**src/rtl/qspi_rd_sched.sv**
```systemverilog
// Two-requester round-robin read scheduler for the QSPI flash pads: issues single-lane
// SPI READ (0x03 + 24-bit address) and returns each received byte as an ID-tagged pulse.
module qspi_rd_sched #(
  parameter int unsigned CLK_DIV = 2,
  parameter int unsigned CS_GAP  = 4,
  parameter int unsigned LEN_W   = 3
) (
  input  logic             sys_clk,
  input  logic             sys_rst,
  input  logic             req0_valid,
  input  logic [23:0]      req0_addr,
  input  logic [LEN_W-1:0] req0_len,
  output logic             req0_ready,
  input  logic             req1_valid,
  input  logic [23:0]      req1_addr,
  input  logic [LEN_W-1:0] req1_len,
  output logic             req1_ready,
  output logic             rsp_valid,
  output logic             rsp_id,
  output logic [7:0]       rsp_data,
  output logic             rsp_last,
  output logic             busy,
  output logic             qspi_sck_o,
  output logic             qspi_cs_o,
  output logic             qspi_dq0_o,
  output logic             qspi_dq0_oe,
  input  logic             qspi_dq1_i
);

  localparam int unsigned DIV_W    = (CLK_DIV > 1) ? $clog2(CLK_DIV) : 1;
  localparam int unsigned GAP_W    = (CS_GAP > 1) ? $clog2(CS_GAP) : 1;
  localparam int unsigned GAP_LAST = (CS_GAP > 1) ? CS_GAP - 2 : 0;
  localparam logic [7:0]  OPC_READ = 8'h03;

  typedef enum logic [2:0] {S_IDLE, S_CMD, S_ADDR, S_DATA, S_GAP} state_t;

  state_t           r_state;
  logic [DIV_W-1:0] r_div;
  logic [5:0]       r_bit;
  logic [LEN_W-1:0] r_byte;
  logic [LEN_W-1:0] r_len;
  logic [31:0]      r_tx;
  logic [7:0]       r_rx;
  logic [GAP_W-1:0] r_gap;
  logic             r_id;
  logic             r_last_gnt;
  logic             r_pend;
  logic             r_pend_last;

  logic w_sel;
  logic w_idle;
  logic w_gnt;
  logic w_active;
  logic w_tick;
  logic w_rise;
  logic w_fall;

  // Tie goes to the requester not granted last; a lone valid requester always wins.
  assign w_sel      = (req0_valid && req1_valid) ? ~r_last_gnt : req1_valid;
  assign w_idle     = (r_state == S_IDLE) && !sys_rst;
  assign req0_ready = w_idle && req0_valid && !w_sel;
  assign req1_ready = w_idle && req1_valid && w_sel;
  assign w_gnt      = req0_ready || req1_ready;

  assign w_active = (r_state == S_CMD) || (r_state == S_ADDR) || (r_state == S_DATA);
  assign w_tick   = w_active && (r_div == DIV_W'(CLK_DIV - 1));
  assign w_rise   = w_tick && !qspi_sck_o;
  assign w_fall   = w_tick && qspi_sck_o;

  always_ff @(posedge sys_clk or posedge sys_rst) begin
    if (sys_rst) begin
      r_state     <= S_IDLE;
      r_div       <= '0;
      r_bit       <= '0;
      r_byte      <= '0;
      r_len       <= '0;
      r_tx        <= '0;
      r_rx        <= '0;
      r_gap       <= '0;
      r_id        <= 1'b0;
      r_last_gnt  <= 1'b1;
      r_pend      <= 1'b0;
      r_pend_last <= 1'b0;
      rsp_valid   <= 1'b0;
      rsp_id      <= 1'b0;
      rsp_data    <= '0;
      rsp_last    <= 1'b0;
      busy        <= 1'b0;
      qspi_sck_o  <= 1'b0;
      qspi_cs_o   <= 1'b1;
      qspi_dq0_o  <= 1'b0;
      qspi_dq0_oe <= 1'b0;
    end else begin
      // A completed byte is presented one cycle after its last sampling edge.
      r_pend    <= 1'b0;
      rsp_valid <= r_pend;
      if (r_pend) begin
        rsp_data <= r_rx;
        rsp_last <= r_pend_last;
        rsp_id   <= r_id;
      end

      if (w_active) begin
        r_div <= w_tick ? '0 : r_div + DIV_W'(1);
      end
      if (w_tick) begin
        qspi_sck_o <= ~qspi_sck_o;
      end

      case (r_state)
        S_IDLE: begin
          if (w_gnt) begin
            r_state     <= S_CMD;
            busy        <= 1'b1;
            r_id        <= w_sel;
            r_last_gnt  <= w_sel;
            r_len       <= w_sel ? req1_len : req0_len;
            r_tx        <= {OPC_READ, (w_sel ? req1_addr : req0_addr)};
            qspi_dq0_o  <= OPC_READ[7];
            qspi_dq0_oe <= 1'b1;
            qspi_cs_o   <= 1'b0;
            r_div       <= '0;
            r_bit       <= '0;
            r_byte      <= '0;
          end
        end
        S_CMD, S_ADDR: begin
          if (w_fall) begin
            r_tx  <= {r_tx[30:0], 1'b0};
            r_bit <= r_bit + 6'd1;
            if (r_bit == 6'd7) begin
              r_state <= S_ADDR;
            end
            if (r_bit == 6'd31) begin
              r_state     <= S_DATA;
              r_bit       <= '0;
              qspi_dq0_o  <= 1'b0;
              qspi_dq0_oe <= 1'b0;
            end else begin
              qspi_dq0_o <= r_tx[30];
            end
          end
        end
        S_DATA: begin
          if (w_rise) begin
            r_rx <= {r_rx[6:0], qspi_dq1_i};
            if (r_bit == 6'd7) begin
              r_pend      <= 1'b1;
              r_pend_last <= (r_byte == r_len);
            end
          end
          // The falling edge after the final data bit closes the transaction.
          if (w_fall) begin
            if (r_bit != 6'd7) begin
              r_bit <= r_bit + 6'd1;
            end else if (r_byte != r_len) begin
              r_bit  <= '0;
              r_byte <= r_byte + LEN_W'(1);
            end else begin
              qspi_cs_o  <= 1'b1;
              qspi_sck_o <= 1'b0;
              r_div      <= '0;
              r_gap      <= '0;
              if (CS_GAP > 1) begin
                r_state <= S_GAP;
              end else begin
                r_state <= S_IDLE;
                busy    <= 1'b0;
              end
            end
          end
        end
        S_GAP: begin
          // The IDLE cycle that follows counts as the last CS-high cycle.
          if (r_gap == GAP_W'(GAP_LAST)) begin
            r_state <= S_IDLE;
            busy    <= 1'b0;
          end else begin
            r_gap <= r_gap + GAP_W'(1);
          end
        end
        default: begin
          r_state <= S_IDLE;
          busy    <= 1'b0;
        end
      endcase
    end
  end

endmodule
```
**config.mk**
```make
export PLATFORM = sky130hd
export DESIGN_NAME = qspi_rd_sched
export DESIGN_NICKNAME = d
export VERILOG_FILES = /design/src/rtl/qspi_rd_sched.sv
export SDC_FILE = /design/constraint.sdc
export NUM_CORES = 1
export LEC_CHECK = 0
export ABC_AREA = 1
export ABC_CLOCK_PERIOD_IN_PS = 4600
export BUFFER_PORTS_ARGS = -buffer_cell sky130_fd_sc_hd__buf_4
export CAP_MARGIN = 20
export CELL_PAD_IN_SITES_DETAIL_PLACEMENT = 1
export CELL_PAD_IN_SITES_GLOBAL_PLACEMENT = 1
export CORE_MARGIN = 3
export CORE_UTILIZATION = 45
export CTS_BUF_LIST = sky130_fd_sc_hd__clkbuf_8
export CTS_CLUSTER_SIZE = 14
export DETAILED_ROUTE_END_ITERATION = 10
export GPL_TIMING_DRIVEN = 0
export PLACE_DENSITY_LB_ADDON = 0.1
export SYNTH_ARGS = -nofsm -noshare
export SYNTH_HDL_FRONTEND = slang
export SYNTH_SLANG_ARGS = --single-unit
export TNS_END_PERCENT = 30
```
**constraint.sdc**
```tcl
create_clock -name sys_clk -period 4.6 [get_ports sys_clk]
set_clock_uncertainty 0.05 [all_clocks]
set_input_delay 0.23 -clock sys_clk [delete_from_list [all_inputs] [get_ports sys_clk]]
set_output_delay 0.23 -clock sys_clk [all_outputs]
set_load 0.02 [all_outputs]
```
==> key figures <==
Setup path
  • Crit path top cell by count: nand2_1
  • Crit path largest cell delay: 0.54 ns
  • Levels on crit path: 6
  • Crit path buf inv count: 3
  • Crit start category: flip-flop
  • CP Class: flip-flop to output pin
  • Reg2Reg Setup Slack: 2.31 ns
  • Worst-path cell chain: nand2_1 > nand2_1 > inv_2 > buf_1 > nor3_1 > buf_4
  • CP startpoint: r_last_gnt
  • CP max stage cell: dfstp_2
  • Worst Path Required: 4.32 ns
  • Worst Path Arrival: 2.10 ns
  • Family with the most delay on the worst path: buffers and inverters
  • Crit-path max FO: 10
  • R2r endpoint: r_bit[3]
  • Cells on worst reg2reg path: 10
  • Critical path endpoint: req0_ready
  • Worst R2R Start: r_state[0]
  • CP Capture Type: output pin

Place
  • Worst slack at placement: 2.328 ns
  • Placed cell area: 0.004644 sq mm
  • Port Buffers: 76
  • Dpl cells: 694
  • DP HPWL: 7.847 mm
  • Gpl congestion: 0.8660

Global route
  • GRT Residual Overflow: 0
  • Largest net degree at the start of global routing: 41
  • Initial antenna violation count: 0
  • Global-route wire length before repair: 18.20 mm
  • Total GRT Usage: 23.10%
  • Vias in the first global route: 3812

Die
  • Vert. Die Dim: 99.34 microns
  • Row count: 33
  • Starting Density: 47.00%
  • Die W: 99.34 microns
  • I/O pin cnt: 77
  • Core Region: 0.008341 sq mm
  • Die area: 0.009867 sq mm

Synthesis
  • Synth cell count leaders: nand2_1, dfrtp_1, nor2_1, o21ai_0, inv_1
  • Syn Area/Cell: 7.656 sq um
  • Synthesis-stage register bit count: 77
  • Synthesis Warnings: 0
  • Post-synth EDFFs: 0
  • Count leader, synth: nand2_1
  • Mapped Cells: 512
  • Synthesized area: 0.003920 sq mm
  • Post-synthesis cell type count: 31
  • Main synth FF type: dfrtp_1
  • Top cells by area, synth: dfrtp_1, nand2_1, o21ai_0, nor2_1, inv_1
  • Register area share after synthesis: 49.22%
  • Asr flop ratio synth: 100.0%
  • Synth top area share: 47.88%
  • Yosys top cell by area: dfrtp_1
  • Syn nets: 577

Clocking
  • CTS resizes: 0
  • Clock sink total: 77
  • CTS tree: done
  • Clk slew on worst S/H paths: 0.09 ns
  • H-tree levels: 3
  • TritonCTS Buffers: 9
  • Worst-Skew Late Latency: 0.35 ns
  • Clk root buf: clkbuf_8
  • Maximum clock insertion buffer count: 2

Final layout
  • Area delta synth->final: 24.00%
  • N_diodes: 0
  • Area of the multi-input gates: 0.001645 sq mm
  • Final nets: 666
  • Final std cells w/o fill: 711
  • Flip-flop and latch area: 0.001929 sq mm
  • Fill cells: 1081
  • Post-route cell area: 0.004861 sq mm
  • Share of post-route cells with drive strength above 1: 20.30%

Routing
  • Vias: 3675
  • First-pass iteration count of the detailed router: 4
  • DRC: 0
  • Iteration-0 DRC Markers: 110
  • Final WL: 10.86 mm
  • Vias per cell: 5.169
  • Final antenna-violating net count: 0
  • Drt wl/cell: 15.27 microns

STA
  • Worst-Margin Slew: 0.5864 ns
  • Endpoints failing setup: 0
  • Setup TNS: 0 ns
  • Period utilization: 51.75%
  • RSZ-0062 raised after global routing: false
  • Min cycle time layout: 2.380 ns
  • Endpoints failing hold: 0
  • Slew Viols, Final: 0
  • Worst Slack Setup Final: 2.220 ns
  • Max Clock Freq: 420.1 MHz
  • Worst slew margin: 60.76%

Run status
  • Status: completed

Run
  • Max cap viols: 0

Power
  • Max VDD drop: 0.3697 mV
  • Power Dens Cells: 611.8 mW/mm^2
  • Leak Pwr: 2.468 nW

Worst hold path
  • HP Class: input pin to flip-flop
-- registers in the layout, summed over array words and instances (netlist names), 2 cells and up --
name and cells:
r_tx 31, r_rx 8, rsp_data 8, r_bit 6, r_byte 3, r_len 3
r_state 3, r_gap 2
-- how the worst min path moves through the flow --
stage	from	end	slack, ns	cells past startpoint
final	qspi_dq1_i	r_rx[0]	0.05	3
after detailed placement	sys_rst	r_rx[3]	0.26	2
after global placement	r_pend	rsp_valid	0.30	0
after floorplan	qspi_dq1_i	r_rx[0]	0.30	2
after CTS	qspi_dq1_i	r_rx[0]	0.05	3
after global routing	qspi_dq1_i	r_rx[0]	0.03	3
-- cells by family after synthesis --
kind of cell / share of synthesized area [%]
XOR/XNOR: 0.8939
AND/OR/NAND/NOR: 23.05
AO/OA/AOI/OAI: 15.54
adder cells (fa/ha/maj): 1.915
multiplexers: 0.5745
buffers and inverters: 8.809
flip-flops: 49.22
-- area by class of cell --
class,instances,share of cell area [%]
Tap cell,105,2.703
Clock inverter,6,1.416
Multi-Input combinational cell,352,33.85
Clock buffer,10,2.831
Buffer,20,2.239
Sequential cell,77,39.69
Inverter,63,4.916
Timing Repair Buffer,78,12.36
-- per-stage QoR --
step                power [mW]  utilization [%]  hold WS (ns)
finish                   2.974            58.28       0.05033
CTS                      3.000            58.28       0.04512
global route             3.242            58.28       0.03242
detailed placement       2.432            55.69        0.2631
global placement         2.356            55.42        0.3047
floorplan                1.990                -        0.3010
-- worst register-to-register path, delay by kind of cell (launching register included) --
family / cells / cell delay [ns]
adder cells (fa/ha/maj): 1 / 0.25
AND/OR/NAND/NOR: 9 / 1.45
flip-flops: 1 / 0.43
-- layer usage --
metal / global-route usage, % / vias to the layer above / wire length [microns]
met5: 0 / - / 0
li1: - / 1792 / -
met1: 30.03 / 1801 / 4925
met3: 4.208 / 12 / 402
met2: 39.72 / 70 / 5396
met4: 6.197 / 0 / 131
-- power by group --
group          switching, mW  total, mW  internal [mW]
clock                  0.275      0.544          0.270
sequential             0.122       1.02          0.902
combinational          0.950       1.41          0.455
-- layout by cell type (no fill, tap or decap), types with 9 or more instances in the layout --
cell / instances
dfrtp_1: 75
inv_1: 57
buf_2: 9
nor2_1: 64
nand3_1: 18
buf_4: 76
clkbuf_8: 10
a21oi_1: 39
nand2_1: 134
o21ai_0: 61
-- repair_timing --
item,4_1_cts,5_1_grt
hold buffers,1,0
hold endpoints to repair,35,0
setup buffers,0,0
No activity file was read; power rests on OpenSTA's default activity.
